`src/rtl/mem_stage_if.sv`:
```
// rtl/mem_stage_if.sv - memory-controller request/response bus for the MEM stage
interface mem_stage_if #(
    parameter int ADDR_W = 32,
    parameter int REG_W  = 32
);
    logic              mc_req;
    logic              mc_wr;
    logic [ADDR_W-1:0] mc_addr;
    logic [1:0]        mc_len;
    logic [REG_W-1:0]  mc_wdata;
    logic              mc_done;
    logic [REG_W-1:0]  mc_rdata;

    modport master (
        output mc_req,
        output mc_wr,
        output mc_addr,
        output mc_len,
        output mc_wdata,
        input  mc_done,
        input  mc_rdata
    );

    modport slave (
        input  mc_req,
        input  mc_wr,
        input  mc_addr,
        input  mc_len,
        input  mc_wdata,
        output mc_done,
        output mc_rdata
    );
endinterface

```
`src/rtl/mem_stage.sv`:
```
// rtl/mem_stage.sv - RV32I MEM stage: load/store initiator toward the memory controller, pass-through otherwise
// Optional alignment checking is compiled in with MEM_ALIGN_CHECK_EN (adds output mem_misalign).
module mem_stage #(
    parameter int OPT_W  = 6,
    parameter int ADDR_W = 32,
    parameter int REG_W  = 32
) (
    input  logic              clk,
    input  logic              rst,
    input  logic              rdy,
    input  logic [OPT_W-1:0]  mem_inst,
    input  logic [4:0]        mem_rd,
    input  logic [REG_W-1:0]  mem_vd,
    input  logic              mem_w_enable,
    input  logic [ADDR_W-1:0] mem_memctrl_addr,
    mem_stage_if.master       mc,
    output logic              stall_req,
    output logic [4:0]        wb_rd,
    output logic [REG_W-1:0]  wb_vd,
    output logic              wb_w_enable
`ifdef MEM_ALIGN_CHECK_EN
    ,
    output logic              mem_misalign
`endif
);

    localparam logic [1:0] S_IDLE = 2'd0;
    localparam logic [1:0] S_BUSY = 2'd1;
    localparam logic [1:0] S_DONE = 2'd2;

    localparam logic [OPT_W-1:0] OP_LB  = OPT_W'(8'h0B);
    localparam logic [OPT_W-1:0] OP_LH  = OPT_W'(8'h0C);
    localparam logic [OPT_W-1:0] OP_LW  = OPT_W'(8'h0D);
    localparam logic [OPT_W-1:0] OP_LBU = OPT_W'(8'h0E);
    localparam logic [OPT_W-1:0] OP_LHU = OPT_W'(8'h0F);
    localparam logic [OPT_W-1:0] OP_SB  = OPT_W'(8'h10);
    localparam logic [OPT_W-1:0] OP_SH  = OPT_W'(8'h11);
    localparam logic [OPT_W-1:0] OP_SW  = OPT_W'(8'h12);

    logic [1:0]        r_state;
    logic [REG_W-1:0]  r_result;
    logic              r_mc_req;
    logic              r_mc_wr;
    logic [ADDR_W-1:0] r_mc_addr;
    logic [1:0]        r_mc_len;
    logic [REG_W-1:0]  r_mc_wdata;

    logic              w_is_load;
    logic              w_is_store;
    logic              w_is_mem;
    logic              w_is_half;
    logic              w_is_word;
    logic [1:0]        w_len;
    logic [REG_W-1:0]  w_ext;
    logic              w_misalign;
    logic              w_issue;

    assign mc.mc_req   = r_mc_req;
    assign mc.mc_wr    = r_mc_wr;
    assign mc.mc_addr  = r_mc_addr;
    assign mc.mc_len   = r_mc_len;
    assign mc.mc_wdata = r_mc_wdata;

    // Opcode decode; EX/MEM is stalled while an access is in flight, so mem_inst stays valid through DONE.
    always_comb begin
        w_is_load  = 1'b0;
        w_is_store = 1'b0;
        w_is_half  = 1'b0;
        w_is_word  = 1'b0;
        w_len      = 2'd0;
        case (mem_inst)
            OP_LB, OP_LBU: begin
                w_is_load = 1'b1;
                w_len     = 2'd0;
            end
            OP_LH, OP_LHU: begin
                w_is_load = 1'b1;
                w_is_half = 1'b1;
                w_len     = 2'd1;
            end
            OP_LW: begin
                w_is_load = 1'b1;
                w_is_word = 1'b1;
                w_len     = 2'd3;
            end
            OP_SB: begin
                w_is_store = 1'b1;
                w_len      = 2'd0;
            end
            OP_SH: begin
                w_is_store = 1'b1;
                w_is_half  = 1'b1;
                w_len      = 2'd1;
            end
            OP_SW: begin
                w_is_store = 1'b1;
                w_is_word  = 1'b1;
                w_len      = 2'd3;
            end
            default: begin
                w_is_load  = 1'b0;
                w_is_store = 1'b0;
            end
        endcase
    end

    assign w_is_mem = w_is_load | w_is_store;

`ifdef MEM_ALIGN_CHECK_EN
    assign w_misalign = (w_is_half & mem_memctrl_addr[0]) |
                        (w_is_word & (mem_memctrl_addr[1:0] != 2'b00));
    assign mem_misalign = rst && (r_state == S_IDLE) && w_is_mem && w_misalign;
`else
    assign w_misalign = 1'b0;
`endif

    assign w_issue = w_is_mem & ~w_misalign;

    always_comb begin
        w_ext = mc.mc_rdata;
        case (mem_inst)
            OP_LB:   w_ext = {{(REG_W-8){mc.mc_rdata[7]}}, mc.mc_rdata[7:0]};
            OP_LBU:  w_ext = {{(REG_W-8){1'b0}}, mc.mc_rdata[7:0]};
            OP_LH:   w_ext = {{(REG_W-16){mc.mc_rdata[15]}}, mc.mc_rdata[15:0]};
            OP_LHU:  w_ext = {{(REG_W-16){1'b0}}, mc.mc_rdata[15:0]};
            default: w_ext = mc.mc_rdata;
        endcase
    end

    always_ff @(posedge clk) begin
        if (!rst) begin
            r_state    <= S_IDLE;
            r_result   <= '0;
            r_mc_req   <= 1'b0;
            r_mc_wr    <= 1'b0;
            r_mc_addr  <= '0;
            r_mc_len   <= 2'd0;
            r_mc_wdata <= '0;
        end else if (rdy) begin
            case (r_state)
                S_IDLE: begin
                    if (w_issue) begin
                        r_mc_req   <= 1'b1;
                        r_mc_wr    <= w_is_store;
                        r_mc_addr  <= mem_memctrl_addr;
                        r_mc_len   <= w_len;
                        r_mc_wdata <= mem_vd;
                        r_state    <= S_BUSY;
                    end
                end
                S_BUSY: begin
                    if (mc.mc_done) begin
                        r_mc_req <= 1'b0;
                        if (w_is_load) begin
                            r_result <= w_ext;
                        end
                        r_state <= S_DONE;
                    end
                end
                S_DONE: begin
                    r_state <= S_IDLE;
                end
                default: begin
                    r_state <= S_IDLE;
                end
            endcase
        end
    end

    // Dropping stall_req in DONE lets EX/MEM advance on the same edge that returns us to IDLE.
    always_comb begin
        stall_req   = 1'b0;
        wb_rd       = 5'd0;
        wb_vd       = '0;
        wb_w_enable = 1'b0;
        if (rst) begin
            wb_rd = mem_rd;
            wb_vd = mem_vd;
            case (r_state)
                S_IDLE: begin
                    if (w_is_mem) begin
                        stall_req   = ~w_misalign;
                        wb_w_enable = 1'b0;
                    end else begin
                        wb_w_enable = mem_w_enable;
                    end
                end
                S_BUSY: begin
                    stall_req   = 1'b1;
                    wb_w_enable = 1'b0;
                end
                S_DONE: begin
                    if (w_is_load) begin
                        wb_vd       = r_result;
                        wb_w_enable = mem_w_enable;
                    end else begin
                        wb_w_enable = 1'b0;
                    end
                end
                default: begin
                    wb_w_enable = 1'b0;
                end
            endcase
        end
    end

endmodule

```
`src/flat_wrapper.sv`:
```
// flat-port wrapper written by rule: the top's interface ports become plain ports
module mem_stage_flat 
#(
    parameter int OPT_W  = 6,
    parameter int ADDR_W = 32,
    parameter int REG_W  = 32
)
  (clk, rst, rdy, mem_inst, mem_rd, mem_vd, mem_w_enable, mem_memctrl_addr, stall_req, wb_rd, wb_vd, wb_w_enable, mc_mc_req, mc_mc_wr, mc_mc_addr, mc_mc_len, mc_mc_wdata, mc_mc_done, mc_mc_rdata);
  mem_stage_if #(.ADDR_W(ADDR_W), .REG_W(REG_W)) mc_i ();
  input  logic clk;
  input  logic rst;
  input  logic rdy;
  input  logic [OPT_W-1:0] mem_inst;
  input  logic [4:0] mem_rd;
  input  logic [REG_W-1:0] mem_vd;
  input  logic mem_w_enable;
  input  logic [ADDR_W-1:0] mem_memctrl_addr;
  output logic stall_req;
  output logic [4:0] wb_rd;
  output logic [REG_W-1:0] wb_vd;
  output logic wb_w_enable;
  output wire logic [$bits(mc_i.mc_req)-1:0] mc_mc_req;
  output wire logic [$bits(mc_i.mc_wr)-1:0] mc_mc_wr;
  output wire logic [$bits(mc_i.mc_addr)-1:0] mc_mc_addr;
  output wire logic [$bits(mc_i.mc_len)-1:0] mc_mc_len;
  output wire logic [$bits(mc_i.mc_wdata)-1:0] mc_mc_wdata;
  input wire logic [$bits(mc_i.mc_done)-1:0] mc_mc_done;
  input wire logic [$bits(mc_i.mc_rdata)-1:0] mc_mc_rdata;
  assign mc_mc_req = mc_i.mc_req;
  assign mc_mc_wr = mc_i.mc_wr;
  assign mc_mc_addr = mc_i.mc_addr;
  assign mc_mc_len = mc_i.mc_len;
  assign mc_mc_wdata = mc_i.mc_wdata;
  assign mc_i.mc_done = mc_mc_done;
  assign mc_i.mc_rdata = mc_mc_rdata;
  mem_stage #(.OPT_W(OPT_W), .ADDR_W(ADDR_W), .REG_W(REG_W)) u_core (.clk(clk), .rst(rst), .rdy(rdy), .mem_inst(mem_inst), .mem_rd(mem_rd), .mem_vd(mem_vd), .mem_w_enable(mem_w_enable), .mem_memctrl_addr(mem_memctrl_addr), .mc(mc_i), .stall_req(stall_req), .wb_rd(wb_rd), .wb_vd(wb_vd), .wb_w_enable(wb_w_enable));
endmodule
```
`config.mk`:
```
export PLATFORM = sky130hd
export DESIGN_NAME = mem_stage_flat
export DESIGN_NICKNAME = d
export VERILOG_FILES = /design/src/rtl/mem_stage_if.sv /design/src/rtl/mem_stage.sv /design/src/flat_wrapper.sv
export SDC_FILE = /design/constraint.sdc
export NUM_CORES = 1
export LEC_CHECK = 0
export CORE_ASPECT_RATIO = 0.8
export CORE_UTILIZATION = 35
export DETAILED_ROUTE_END_ITERATION = 8
export DONT_BUFFER_PORTS = 1
export SLEW_MARGIN = 25
export SYNTH_ARGS = -nofsm -noshare
export SYNTH_HDL_FRONTEND = slang
export SYNTH_SLANG_ARGS = --single-unit
```
`constraint.sdc`:
```
create_clock -name clk -period 3.1 [get_ports clk]
set_input_delay 0.31 -clock clk [delete_from_list [all_inputs] [get_ports clk]]
set_output_delay 0.31 -clock clk [all_outputs]
set_load 0.03 [all_outputs]
```
Yosys cells after proc, flatten, opt, wreduce, memory -nomap -nowiden
Cells that the tools add are included.
{ "word_totals": {"regBits": 102, "in_bits": 112, "output_inout_bits": 107, "word_cells": 51} }
{ "op_classes": {"n_eq_ne": 12, "n_mux": 21, "bitwise_logic": 1, "n_reduce_logical": 10} }
{ "ops": {"columns": ["operator", "count"], "rows": [
  ["$pmux 32 s4", 1],
  ["$mux 32", 3],
  ["$eq 6x4->1 const B", 5],
  ["$eq 6x5->1 const B", 3],
  ["$mux 1", 9],
  ["$pmux 2 s2", 2],
  ["$reduce_and 4->1", 2],
  ["$pmux 1 s2", 3],
  ["$reduce_and 3->1", 2],
  ["$reduce_or 3->1", 2],
  ["$mux 5", 1],
  ["$reduce_or 5->1", 1],
  ["$mux 2", 2],
  ["$eq 2x1->1 const B", 1],
  ["$eq 2x2->1 const B", 1],
  ["$logic_not 2->1", 1],
  ["$ne 2x1->1 const B", 1],
  ["$ne 2x2->1 const B", 1],
  ["$reduce_bool 2->1", 1],
  ["$reduce_or 2->1", 1],
  ["$or 1x1->1", 1]
]} }

Longest topological paths before layout
{ "depth": {"ltp_word": 7, "mapped_depth": 8, "mapped_depth_nobuf": 4} }

Worst setup path after synthesis
Ideal clock, no wire load.
{ "synth_timing": {"path_kind": "in2out", "start": "input mem_inst[4]", "end": "output wb_vd[10]", "t_arrival_ns": 2.016, "t_required_ns": 2.790, "setup_slack_ns": 0.774, "cell_stages": 5, "n_path_buf": 1, "path_cell_list": "or3b_4 nor4b_4 buf_2 nand2_1 a21boi_0"} }
{ "synth_between": {"elab_chain_cells": 6, "elab_cells_between_ends": 10, "cone_classes": "5 x eq/ne; 4 x mux; 1 x reduce/logical"} }
{ "synth_lines": {"columns": ["element", "line", "source"], "rows": [
  ["start: declaration", "flat_wrapper.sv:13", "input logic [OPT_W-1:0] mem_inst;"],
  ["$eq 6x4->1", "mem_stage.sv:71", "case (mem_inst)"],
  ["$reduce_or 5->1 (no source line) *", null, null],
  ["$mux 1 *", "mem_stage.sv:71", null],
  ["$mux 32 *", "mem_stage.sv:193", "if (w_is_load) begin"],
  ["$mux 32 *", "mem_stage.sv:179", "case (r_state)"],
  ["$mux 32 *", "mem_stage.sv:176", "if (rst) begin"],
  ["end: declaration", "flat_wrapper.sv:20", "output logic [REG_W-1:0] wb_vd;"]
]} }
Every way passes the cells marked *; elsewhere a longest branch is shown, timed or not.

Final worst setup path
{ "layout_timing": {"start": "register u_core.r_state[1]", "end": "output wb_vd[7]"} }
{ "layout_between": {"elab_chain_cells": 3} }
{ "layout_lines": {"columns": ["element", "line", "source"], "rows": [
  ["start: declaration", "mem_stage.sv:40", "logic [1:0] r_state;"],
  ["start signal: assignment", "mem_stage.sv:132", "r_state <= S_IDLE;"],
  ["start signal: assignment", "mem_stage.sv:148", "r_state <= S_BUSY;"],
  ["start signal: assignment", "mem_stage.sv:157", "r_state <= S_DONE;"],
  ["$eq 2x2->1", "mem_stage.sv:179", null],
  ["$mux 32", "mem_stage.sv:179", null],
  ["$mux 32", "mem_stage.sv:176", null]
]} }
Every way passes these cells.

==> flow_metrics.py <==
metrics = {
    "timing": {
        "finalSetupViolCount": 0,
        "holdWs_ns": 0.0888,
        "timing.final.ws_setup_ns": 0.805,
        "skew_ns": 0.0107,
        "fmax_mhz": 436,
        "period_share": 0.740,
        "slew_headroom": 0.451,
        "min_period_ns": 2.29,
        "tns_ns": 0,
        "rsz0062_at_grt": "false",
        "timing_hold_violations_final": 0,
        "drv_slew": 0,
        "tightest_slew_ns": 0.824,
    },
    "worst_setup_path": {
        "worstSetupPathType": "flip-flop to output pin",
        "startpoint_type": "flip-flop",
        "end_kind": "output pin",
        "cp.required_ns": 2.79,
        "worst-endpoint-arrival_ns": 1.98,
        "cp_max_fo": 20,
        "ff2ff_setup_slack_ns": 1.04,
    },
    "status": {
        "status": "complete, no violations",
    },
    "route": {
        "viasPerCell": 5.10,
        "drc": 0,
        "met3_length_mm": 1.27,
        "routed.top_layer": "met4",
        "totalWireLength_mm": 12.4,
        "vias": 3900,
        "dr_wl_met2_mm": 5.72,
        "drt-pass1-iter-count": 4,
        "ant_nets": 0,
        "drt_iter0_drc": 134,
        "met1_length_mm": 5.23,
        "post_drt_wl_per_cell_um": 16.2,
    },
    "clock_tree": {
        "postCtsHoldBufs": 0,
        "clk_latency_ns": 0.35,
        "cts_made_buffers": 9,
        "postCtsSetupRepairBufs": 0,
        "root_buffer": "clkbuf_16",
        "clock_path_buffers": 2,
        "cts_tree": "done",
        "cts_sinks": 102,
        "ctsHtreeMaxLevel": 3,
        "post_cts_resized": 0,
        "clk_pin_slew_ns": 0.07,
    },
    "die": {
        "floorplan.initialDensity": 0.365,
        "rows": 37,
        "die_w_um": 133,
        "core_area_um2": 13100,
        "dieArea_um2": 14100,
        "die_y_um": 107,
        "io_pins": 219,
    },
    "logic_synthesis": {
        "yosysTopAreaCell": "dfxtp_1",
        "synth_seq_cells": 102,
        "synth_warnings": 0,
        "synth_nets": 690,
        "yosysSeqAreaShare": 0.427,
        "synth_cells": 578,
        "synth_area_um2": 4780,
        "synth_top_area_frac": 0.427,
        "synth_cell_type_count": 40,
        "postSynthAreaPerCell_um2": 8.27,
        "synthTopCellsByArea": "dfxtp_1 43%, nand2_1 17%, mux2i_1 15%",
    },
    "pwr": {
        "ir_worst_vdd_mv": 0.238,
        "p_per_area_nw_per_um2": 503,
        "cellLeakagePower_uw": 0.00201,
    },
    "run": {
        "max_cap_viol_count": 0,
    },
    "global_route": {
        "grt_pass1_wl_mm": 19.4,
        "grtUsageTotal": 0.175,
        "grt_max_degree": 207,
        "grt_pass1_vias": 3809,
        "overflow": 0,
        "antenna_found_initial": 1,
    },
    "placed_design": {
        "gp_congestion": 0.741,
        "place_ws_ns": 0.869,
        "port_buffers": 0,
        "dp_hpwl_mm": 8.85,
    },
    "final_layout": {
        "num-fill-cells": 1300,
        "drive_gt1_frac": 0.107,
        "synthToLayoutAreaGrowth_pct": 11.8,
        "fin_nets": 695,
    },
    "min_path": {
        "hold_path.class": "input port to flip-flop",
    },
}
layer usage:
layer / up-vias / track usage
met5: - / 0
met4: 0 / 0.0575
met3: 12 / 0.0825
met2: 163 / 0.286
met1: 1802 / 0.202
li1: 1923 / -
layout by cell type (no fill, tap or decap), types with 2 or more instances in the layout:
master / Yosys / routed
nand2_1: 212 / 212
dfxtp_1: 102 / 102
mux2i_1: 74 / 74
buf_4: 6 / 37
a21boi_0: 29 / 29
o21ai_0: 27 / 27
a21oi_1: 25 / 24
nor2b_1: 12 / 12
nor2_1: 9 / 9
clkbuf_16: 0 / 9
and2_1: 6 / 6
a21boi_1: 4 / 4
nor3b_1: 3 / 3
nand2b_1: 3 / 3
clkinv_2: 0 / 3
inv_6: 0 / 3
a21o_1: 2 / 2
nand4b_1: 2 / 2
a22oi_1: 2 / 2
o31a_1: 2 / 2
o21a_1: 2 / 2
nor3_1: 2 / 2
logic make-up (layout without fill, tap and decap cells):
logic type             after synthesis  in the layout  share of synthesized area
AO/OA/AOI/OAI                       97             97                      0.130
XOR/XNOR                             1              1                    0.00183
buffers and inverters               44             54                     0.0500
flip-flops                         102            102                      0.427
multiplexers                        74             74                      0.155
other                                0              1                          0
AND/OR/NAND/NOR                    260            260                      0.237
sequential cells by signal, summed over array words and instances, names as in the netlist:
| signal | flops |
|---|---|
| u_core.mc.mc_wdata | 32 |
| u_core.mc.mc_req | 1 |
| u_core.mc.mc_wr | 1 |
| u_core.mc.mc_len | 2 |
| u_core.r_result | 32 |
| u_core.mc.mc_addr | 32 |
| u_core.r_state | 2 |
stage by stage:
step                std cells  utilization  area, um^2  power (uW)
floorplan                 578            -        4780        1620
global placement          747        0.387        5060        1640
detailed placement        747        0.387        5060        1640
CTS                       763        0.408        5340        2740
global route              764        0.408        5350        2810
finish                    764        0.408        5350        2690
critical path, cell delays in order (launching register included):
cell and delay (ns):
dfxtp_1 0.47, nor4b_4 0.27, buf_4 0.30, nand2_1 0.09, a21boi_1 0.51
final cells by class:
cell class | instances | area (um^2) | share of cell area
clock buffer | 9 | 225 | 0.0421
timing repair buffer | 38 | 298 | 0.0557
tap | 175 | 219 | 0.0410
multi-input combinational | 432 | 2510 | 0.469
antenna | 1 | 2.50 | 0.000468
clock inverter | 7 | 52.6 | 0.00983
sequential | 102 | 2040 | 0.382
synthesized netlist by cell type, drive strengths merged:
library cell and count:
a21oi 26, o21a 2, nand3 1, and2b 1, nor3b 3, buf 14
nor4b 1, nor2 9, and3b 1, or3b 3, clkbuf 30, dfxtp 102
nand4b 2, nor3 3, nor2b 12, o22ai 1, xnor2 1, a2111o 1
a22oi 2, mux2i 74, and4b 1, o21ai 27, and2 6, o32ai 1
a21o 2, a21boi 33, nand3b 1, nand2 212, and4bb 1, o31a 2
nand2b 3
path summary, 6_finish.rpt:
path | start | end | cells after the start
setup / recovery | u_core.r_state[1] | wb_vd[7] | 4
setup reg to reg | u_core.r_state[0] | u_core.r_result[5] | 5
hold reg to reg | u_core.r_result[9] | u_core.r_result[9] | 2
hold / removal | mc_mc_rdata[27] | u_core.r_result[27] | 2
power by group:
group	switching [uW]	internal (uW)
clock network	524	555
registers	57.8	1330
logic	129	92.4
total	711	1980
(Power assumes the default switching activity.)
